`config.mk`:
```
export PLATFORM = sky130hd
export DESIGN_NAME = score_pulse_gen_flat
export DESIGN_NICKNAME = d
export VERILOG_FILES = /design/src/rtl/score_pulse_gen_if.sv /design/src/rtl/score_pulse_gen.sv /design/src/flat_wrapper.sv
export SDC_FILE = /design/constraint.sdc
export NUM_CORES = 1
export LEC_CHECK = 0
export CORE_MARGIN = 4
export CORE_UTILIZATION = 54
export DETAILED_ROUTE_END_ITERATION = 8
export PLACE_DENSITY = 0.77
export RECOVER_POWER = 100
export SYNTH_ARGS = -nofsm -noshare
export SYNTH_HDL_FRONTEND = slang
export SYNTH_SLANG_ARGS = --single-unit
export TNS_END_PERCENT = 30
```
`constraint.sdc`:
```
create_clock -name clk -period 3.25 [get_ports clk]
set_input_delay 0.325 -clock clk [delete_from_list [all_inputs] [get_ports clk]]
set_output_delay 0.325 -clock clk [all_outputs]
set_load 0.02 [all_outputs]
```
`src/rtl/score_pulse_gen_if.sv`:
```
// Bundles the score_pulse_gen strobe inputs and score outputs.
// With SCORE_PULSE_FREEZE_EN defined, the bundle also carries the freeze input.
interface score_pulse_gen_if #(
    parameter int unsigned PEND_W = 8
);
    logic [3:0]        wall_hit;
    logic              enemy_hit;
    logic              clear;
`ifdef SCORE_PULSE_FREEZE_EN
    logic              freeze;
`endif
    logic              increment_score;
    logic [PEND_W-1:0] pending;
    logic              busy;
    logic              overflow;

`ifdef SCORE_PULSE_FREEZE_EN
    // Game-logic side: issues strobes and observes the score pulses.
    modport master (
        output wall_hit, enemy_hit, clear, freeze,
        input  increment_score, pending, busy, overflow
    );
    // Pulse generator side.
    modport slave (
        input  wall_hit, enemy_hit, clear, freeze,
        output increment_score, pending, busy, overflow
    );
`else
    // Game-logic side: issues strobes and observes the score pulses.
    modport master (
        output wall_hit, enemy_hit, clear,
        input  increment_score, pending, busy, overflow
    );
    // Pulse generator side.
    modport slave (
        input  wall_hit, enemy_hit, clear,
        output increment_score, pending, busy, overflow
    );
`endif
endinterface

```
`src/rtl/score_pulse_gen.sv`:
```
// score_pulse_gen: converts wall/enemy hit strobes into a stream of
// single-point increment_score pulses, spaced by PULSE_GAP idle cycles.
// Points waiting to be pulsed out accumulate in a saturating counter.
// Optional feature macro: SCORE_PULSE_FREEZE_EN adds a freeze input that
// holds off new pulses while credit keeps accumulating.
module score_pulse_gen #(
    parameter int unsigned ENEMY_POINTS = 5,
    parameter int unsigned PULSE_GAP    = 1,
    parameter int unsigned PEND_W       = 8
) (
    input  logic               clk,
    input  logic               reset,
    score_pulse_gen_if.slave   bus
);
    // Headroom so pending + max credit never wraps, even for narrow PEND_W.
    localparam int unsigned   SUM_W    = PEND_W + 5;
    localparam int unsigned   CRED_W   = 5;
    localparam logic [PEND_W-1:0] PEND_MAX = '1;
    localparam logic [3:0]    GAP_LAST = (PULSE_GAP == 0) ? 4'd0 : 4'(PULSE_GAP - 1);

    typedef enum logic [1:0] {
        IDLE  = 2'd0,
        PULSE = 2'd1,
        GAP   = 2'd2
    } state_t;

    state_t            state_q;
    logic [3:0]        gap_q;
    logic [PEND_W-1:0] pending_q;
    logic              inc_q;
    logic              busy_q;
    logic              ovf_q;

    logic              frz_c;
    logic [CRED_W-1:0] credit_c;
    logic [SUM_W-1:0]  sum_c;
    logic              sat_c;
    logic [PEND_W-1:0] pend_nxt_c;
    logic              pend_nz_c;
    logic              pend_nxt_nz_c;

`ifdef SCORE_PULSE_FREEZE_EN
    assign frz_c = bus.freeze;
`else
    assign frz_c = 1'b0;
`endif

    // Points credited this cycle and the saturated next pending count.
    always_comb begin
        credit_c   = CRED_W'($countones(bus.wall_hit))
                   + (bus.enemy_hit ? CRED_W'(ENEMY_POINTS) : CRED_W'(0));
        sum_c      = SUM_W'(pending_q) + SUM_W'(credit_c) - SUM_W'(state_q == PULSE);
        sat_c      = (sum_c > SUM_W'(PEND_MAX));
        pend_nxt_c = sat_c ? PEND_MAX : sum_c[PEND_W-1:0];
        pend_nz_c     = (pending_q != '0);
        pend_nxt_nz_c = (pend_nxt_c != '0);
    end

    // Pending-points counter and sticky saturation flag.
    always_ff @(posedge clk or posedge reset) begin
        if (reset) begin
            pending_q <= '0;
            ovf_q     <= 1'b0;
        end else if (bus.clear) begin
            pending_q <= '0;
        end else begin
            pending_q <= pend_nxt_c;
            if (sat_c) begin
                ovf_q <= 1'b1;
            end
        end
    end

    // Pulse sequencer: IDLE -> PULSE -> (GAP) -> PULSE/IDLE, with registered pulse and busy.
    always_ff @(posedge clk or posedge reset) begin
        if (reset) begin
            state_q <= IDLE;
            gap_q   <= 4'd0;
            inc_q   <= 1'b0;
            busy_q  <= 1'b0;
        end else if (bus.clear) begin
            state_q <= IDLE;
            gap_q   <= 4'd0;
            inc_q   <= 1'b0;
            busy_q  <= 1'b0;
        end else begin
            case (state_q)
                IDLE: begin
                    if (pend_nz_c && !frz_c) begin
                        state_q <= PULSE;
                        inc_q   <= 1'b1;
                        busy_q  <= 1'b1;
                    end else begin
                        inc_q   <= 1'b0;
                        busy_q  <= pend_nxt_nz_c;
                    end
                end
                PULSE: begin
                    if (PULSE_GAP != 0) begin
                        state_q <= GAP;
                        gap_q   <= GAP_LAST;
                        inc_q   <= 1'b0;
                        busy_q  <= 1'b1;
                    end else if (pend_nxt_nz_c && !frz_c) begin
                        state_q <= PULSE;
                        inc_q   <= 1'b1;
                        busy_q  <= 1'b1;
                    end else begin
                        state_q <= IDLE;
                        inc_q   <= 1'b0;
                        busy_q  <= pend_nxt_nz_c;
                    end
                end
                GAP: begin
                    inc_q <= 1'b0;
                    if (gap_q != 4'd0) begin
                        gap_q  <= gap_q - 4'd1;
                        busy_q <= 1'b1;
                    end else if (pend_nz_c && !frz_c) begin
                        state_q <= PULSE;
                        inc_q   <= 1'b1;
                        busy_q  <= 1'b1;
                    end else if (pend_nz_c) begin
                        // Frozen with points waiting: hold at the end of the gap.
                        busy_q  <= 1'b1;
                    end else begin
                        state_q <= IDLE;
                        busy_q  <= pend_nxt_nz_c;
                    end
                end
                default: begin
                    state_q <= IDLE;
                    gap_q   <= 4'd0;
                    inc_q   <= 1'b0;
                    busy_q  <= pend_nxt_nz_c;
                end
            endcase
        end
    end

    assign bus.increment_score = inc_q;
    assign bus.pending         = pending_q;
    assign bus.busy            = busy_q;
    assign bus.overflow        = ovf_q;

endmodule
```
`src/flat_wrapper.sv`:
```
// flat-port wrapper written by rule: the top's interface ports become plain ports
module score_pulse_gen_flat 
#(
    parameter int unsigned ENEMY_POINTS = 5,
    parameter int unsigned PULSE_GAP    = 1,
    parameter int unsigned PEND_W       = 8
)
  (clk, reset, bus_wall_hit, bus_enemy_hit, bus_clear, bus_increment_score, bus_pending, bus_busy, bus_overflow);
  score_pulse_gen_if #(.PEND_W(PEND_W)) bus_i ();
  input  logic clk;
  input  logic reset;
  input wire logic [$bits(bus_i.wall_hit)-1:0] bus_wall_hit;
  input wire logic [$bits(bus_i.enemy_hit)-1:0] bus_enemy_hit;
  input wire logic [$bits(bus_i.clear)-1:0] bus_clear;
  output wire logic [$bits(bus_i.increment_score)-1:0] bus_increment_score;
  output wire logic [$bits(bus_i.pending)-1:0] bus_pending;
  output wire logic [$bits(bus_i.busy)-1:0] bus_busy;
  output wire logic [$bits(bus_i.overflow)-1:0] bus_overflow;
  assign bus_i.wall_hit = bus_wall_hit;
  assign bus_i.enemy_hit = bus_enemy_hit;
  assign bus_i.clear = bus_clear;
  assign bus_increment_score = bus_i.increment_score;
  assign bus_pending = bus_i.pending;
  assign bus_busy = bus_i.busy;
  assign bus_overflow = bus_i.overflow;
  score_pulse_gen #(.ENEMY_POINTS(ENEMY_POINTS), .PULSE_GAP(PULSE_GAP), .PEND_W(PEND_W)) u_core (.clk(clk), .reset(reset), .bus(bus_i));
endmodule
```
==> results.sh <==
export IMPL_status="finished with violations"
export IMPL_violations="setup timing"
export IMPL_critPathArrivalTime_ns=3.57
export IMPL_ys_seq_elements=17
export IMPL_placementRows=18
export IMPL_ir_drop_v=0.0006491
export IMPL_slew_viol_final=0
export IMPL_r2r_end="u_core.bus.busy"
export IMPL_sequentialPowerShare_pct=20.3
export IMPL_synth_area_um2=1400
export IMPL_root_buffer="clkbuf_4"
export IMPL_grt_overflow=0
export IMPL_cts_buffers=3
export IMPL_diodes=0
export IMPL_max_cap_violations=0
export IMPL_floorplan_initialDensity_pct=56.52
export IMPL_vias=1389
export IMPL_final_util_pct=84.55
export IMPL_worst_pin_slew_ns=0.9316
export IMPL_critPathKind="in2reg"
export IMPL_worst_r2r_startpoint="u_core.bus.pending[0]"
export IMPL_p_sw_uw=805.1
export IMPL_grt_max_degree=18
export IMPL_dp_hpwl_um=2834
export IMPL_synthesis_nets=173
export IMPL_placed_area_um2=1873
export IMPL_grt_pass1_vias=1494
export IMPL_clock_sinks=17
export IMPL_grt_pass1_wl_um=6499
export IMPL_rsz0062_at_grt="true"
export IMPL_clockBufferDepth=2
export IMPL_antenna_found_initial=0
export IMPL_critical_path_slowest_cell="fa_2"
export IMPL_fin_area_um2=2095
export IMPL_skew_ns=0.007659
export IMPL_ys_seq_area_share_pct=30.38
export IMPL_internal_power_uw=957.3
export IMPL_timing_final_crit_share_pct=103.3
export IMPL_gp_routability_congestion=0.8866
export IMPL_switching_share_pct=45.68
export IMPL_max_freq_ghz=0.2977
export IMPL_hold_path_class="reg2reg"
export IMPL_die_x_um=58.92
export IMPL_endpoint_kind="flop"
export IMPL_final_cells=235
export IMPL_syn_avg_cell_area_um2=9.272
export IMPL_clkLatencyLatePin_ns=0.30
export IMPL_dieArea_um2=3472
export IMPL_ys_types=44
export IMPL_final_nets=228
export IMPL_grt_usage_pct=24.43
export IMPL_first_pass_iters=4
export IMPL_reg2reg_setup_slack_ns=0.62
export IMPL_fp_dieH_um=58.92
export IMPL_core_area_um2=2477
export IMPL_post_route_worst_setup_slack_ns=-0.1086
export IMPL_wl_per_cell_um=16.68
export IMPL_whs_path_depth=1
export IMPL_antenna_left=0
export IMPL_p_clk_share_pct=6.7
export IMPL_fin_crit_ns=3.359
export IMPL_synth_edff_count=0
export IMPL_cp_cell_sequence="buf_6 > ha_4 > inv_4 > fa_2 > fa_2 > inv_1 > ha_4 > a21o_2 > a211oi_2 > buf_4 > o211ai_1 > a221oi_2 > a311oi_2 > buf_4 > a31oi_1"
export IMPL_worstPathMaxFanout=3
export IMPL_port_buffers=18
export IMPL_drcViolationCount=0
export IMPL_cp_start_kind="input pin"
export IMPL_path_clk_slew_ns=0.10
export IMPL_drt_initial_drc_count=59
export IMPL_cts_tree="built"
export IMPL_area_delta_synth_final_pct=49.60
export IMPL_wl_um=3920
export IMPL_placedCellCount=224
export IMPL_synthCells=151
export IMPL_worstHoldStart="u_core.bus.overflow"
export IMPL_yosys_warnings=0
export IMPL_cp_data_required_time_ns=3.46
export IMPL_hold_end="u_core.bus.overflow"
export IMPL_finalHoldViolCount=0
export IMPL_finalPower_uw=1762
export IMPL_finalSetupViolCount=8
export IMPL_timing_slew_headroom_pct=37.37
export IMPL_drive_above_1_share_pct=38.05
export IMPL_p_per_area_nw_per_um2=841.4
export IMPL_synthArstFlopShare_pct=100.0
export IMPL_combPwrFrac_pct=72.9
export IMPL_ys_flop_type="dfrtp_1"
export IMPL_ios=19
export IMPL_critical_path_max_stage_delay_ns=0.57
export IMPL_tns_ns=-0.4362
export IMPL_htreeDepth=1
export IMPL_viasPerCell=5.911
export IMPL_p_leak_uw=0.0009301
export IMPL_final_fill_count=128
export IMPL_startpoint="bus_wall_hit[0]"
export IMPL_reg2regPathDepth=9
synth_stat cells, drive strengths merged (2+ instances only):
library cell | number | area share (%)
xor2 | 3 | 1.9
a221oi | 3 | 2.3
xnor2 | 8 | 5.0
o21bai | 2 | 1.1
fa | 3 | 4.3
nand3 | 2 | 0.71
nor2 | 17 | 4.7
a211o | 2 | 1.3
inv | 19 | 5.1
dfrtp | 17 | 30
nand2 | 7 | 1.9
ha | 11 | 9.8
and2 | 2 | 0.89
a2111oi | 3 | 5.0
a211oi | 2 | 1.1
nor4 | 3 | 1.3
clkbuf | 3 | 0.80
o22ai | 6 | 2.7
and3 | 3 | 1.3
a31oi | 2 | 0.89
a21oi | 8 | 3.1
nor3 | 7 | 2.5
layout make-up:
type,instances,area (um2),share of cell area [%]
multi-input combinational,112,1074,51.25
timing repair buffer,53,454.2,21.68
sequential,17,425.4,20.31
inverter,19,73.82,3.524
tap,30,37.54,1.792
clock buffer,3,22.52,1.075
clock inverter,1,7.507,0.3584
logic make-up (layout without fill, tap and decap cells):
group                    after synthesis  after routing  share of synthesized area, %
adder cells (fa/ha/maj)               14             14                         14.12
flip-flops                            17             17                         30.38
AND/OR/NAND/NOR                       49             49                         17.79
AO/OA/AOI/OAI                         37             37                         23.95
multiplexers                           1              1                        0.9828
buffers and inverters                 22             76                         5.898
XOR/XNOR                              11             11                         6.882
cells in the final DEF, fill, tap and decap left out, drive strengths merged, types with 3 or more instances in the layout:
cell / count
buf: 39
nor2: 17
a21oi: 8
a221oi: 3
dlygate4sd3: 10
clkbuf: 3
nor3: 7
clkdlybuf4s50: 3
ha: 11
dfrtp: 17
xnor2: 8
o22ai: 6
nand2: 7
nor4: 3
xor2: 3
and3: 3
fa: 3
inv: 19
a2111oi: 3
registers in the layout (all words and copies together), names as in the netlist:
name                        cells
u_core.bus.increment_score      1
u_core.bus.pending              8
u_core.bus.overflow             1
u_core.bus.busy                 1
u_core.state_q                  2
u_core.gap_q                    4
worst max-delay path: cells and delay by family:
kind            cells  cell delay [ns]
buf+inv             5             0.53
compound gates      6             1.24
fa+ha+maj           4             1.46
worst max path at each step:
| stage | to | depth (start not counted) | slack (ns) |
|---|---|---|---|
| 3_5_place_dp | u_core.bus.busy | 14 | -0.78 |
| 3_3_place_gp | u_core.bus.busy | 14 | -0.72 |
| 4_1_cts | u_core.bus.busy | 12 | -0.11 |
| 2_1_floorplan | u_core.bus.busy | 11 | -0.1 |
| 6_report | u_core.bus.busy | 15 | -0.11 |
| 5_1_grt | u_core.bus.busy | 15 | -0.19 |
per-stage QoR:
stage,worst slack (ns),hold slack [ns]
4_1_cts,-0.1143,0.3934
5_1_grt,-0.1896,0.5213
2_1_floorplan,-0.09686,0.2511
3_5_place_dp,-0.7839,0.4664
3_3_place_gp,-0.7187,0.4685
6_report,-0.1086,0.4838
power by group through the flow:
stage	Clock (uW)	Sequential, uW	Combinational (uW)
2_1_floorplan	0	393	574
3_3_place_gp	0	354	1040
3_5_place_dp	0	358	1070
4_1_cts	121	354	1130
5_1_grt	133	367	1390
6_report	118	359	1290
metal layers:
metal	track usage (%)	wire length (um)
met5	0	0
met4	10.36	122
met1	29.61	1620
met3	3.070	187
met2	43.22	1989
what timing repair did:
item                                    4_1_cts  5_1_grt
pin swaps                                    15       18
buffers inserted                              3        4
endpoints found under the setup margin       10       10
hold buffers                                  0        0
gates resized for setup                      28       20
(Power assumes the default switching activity.)
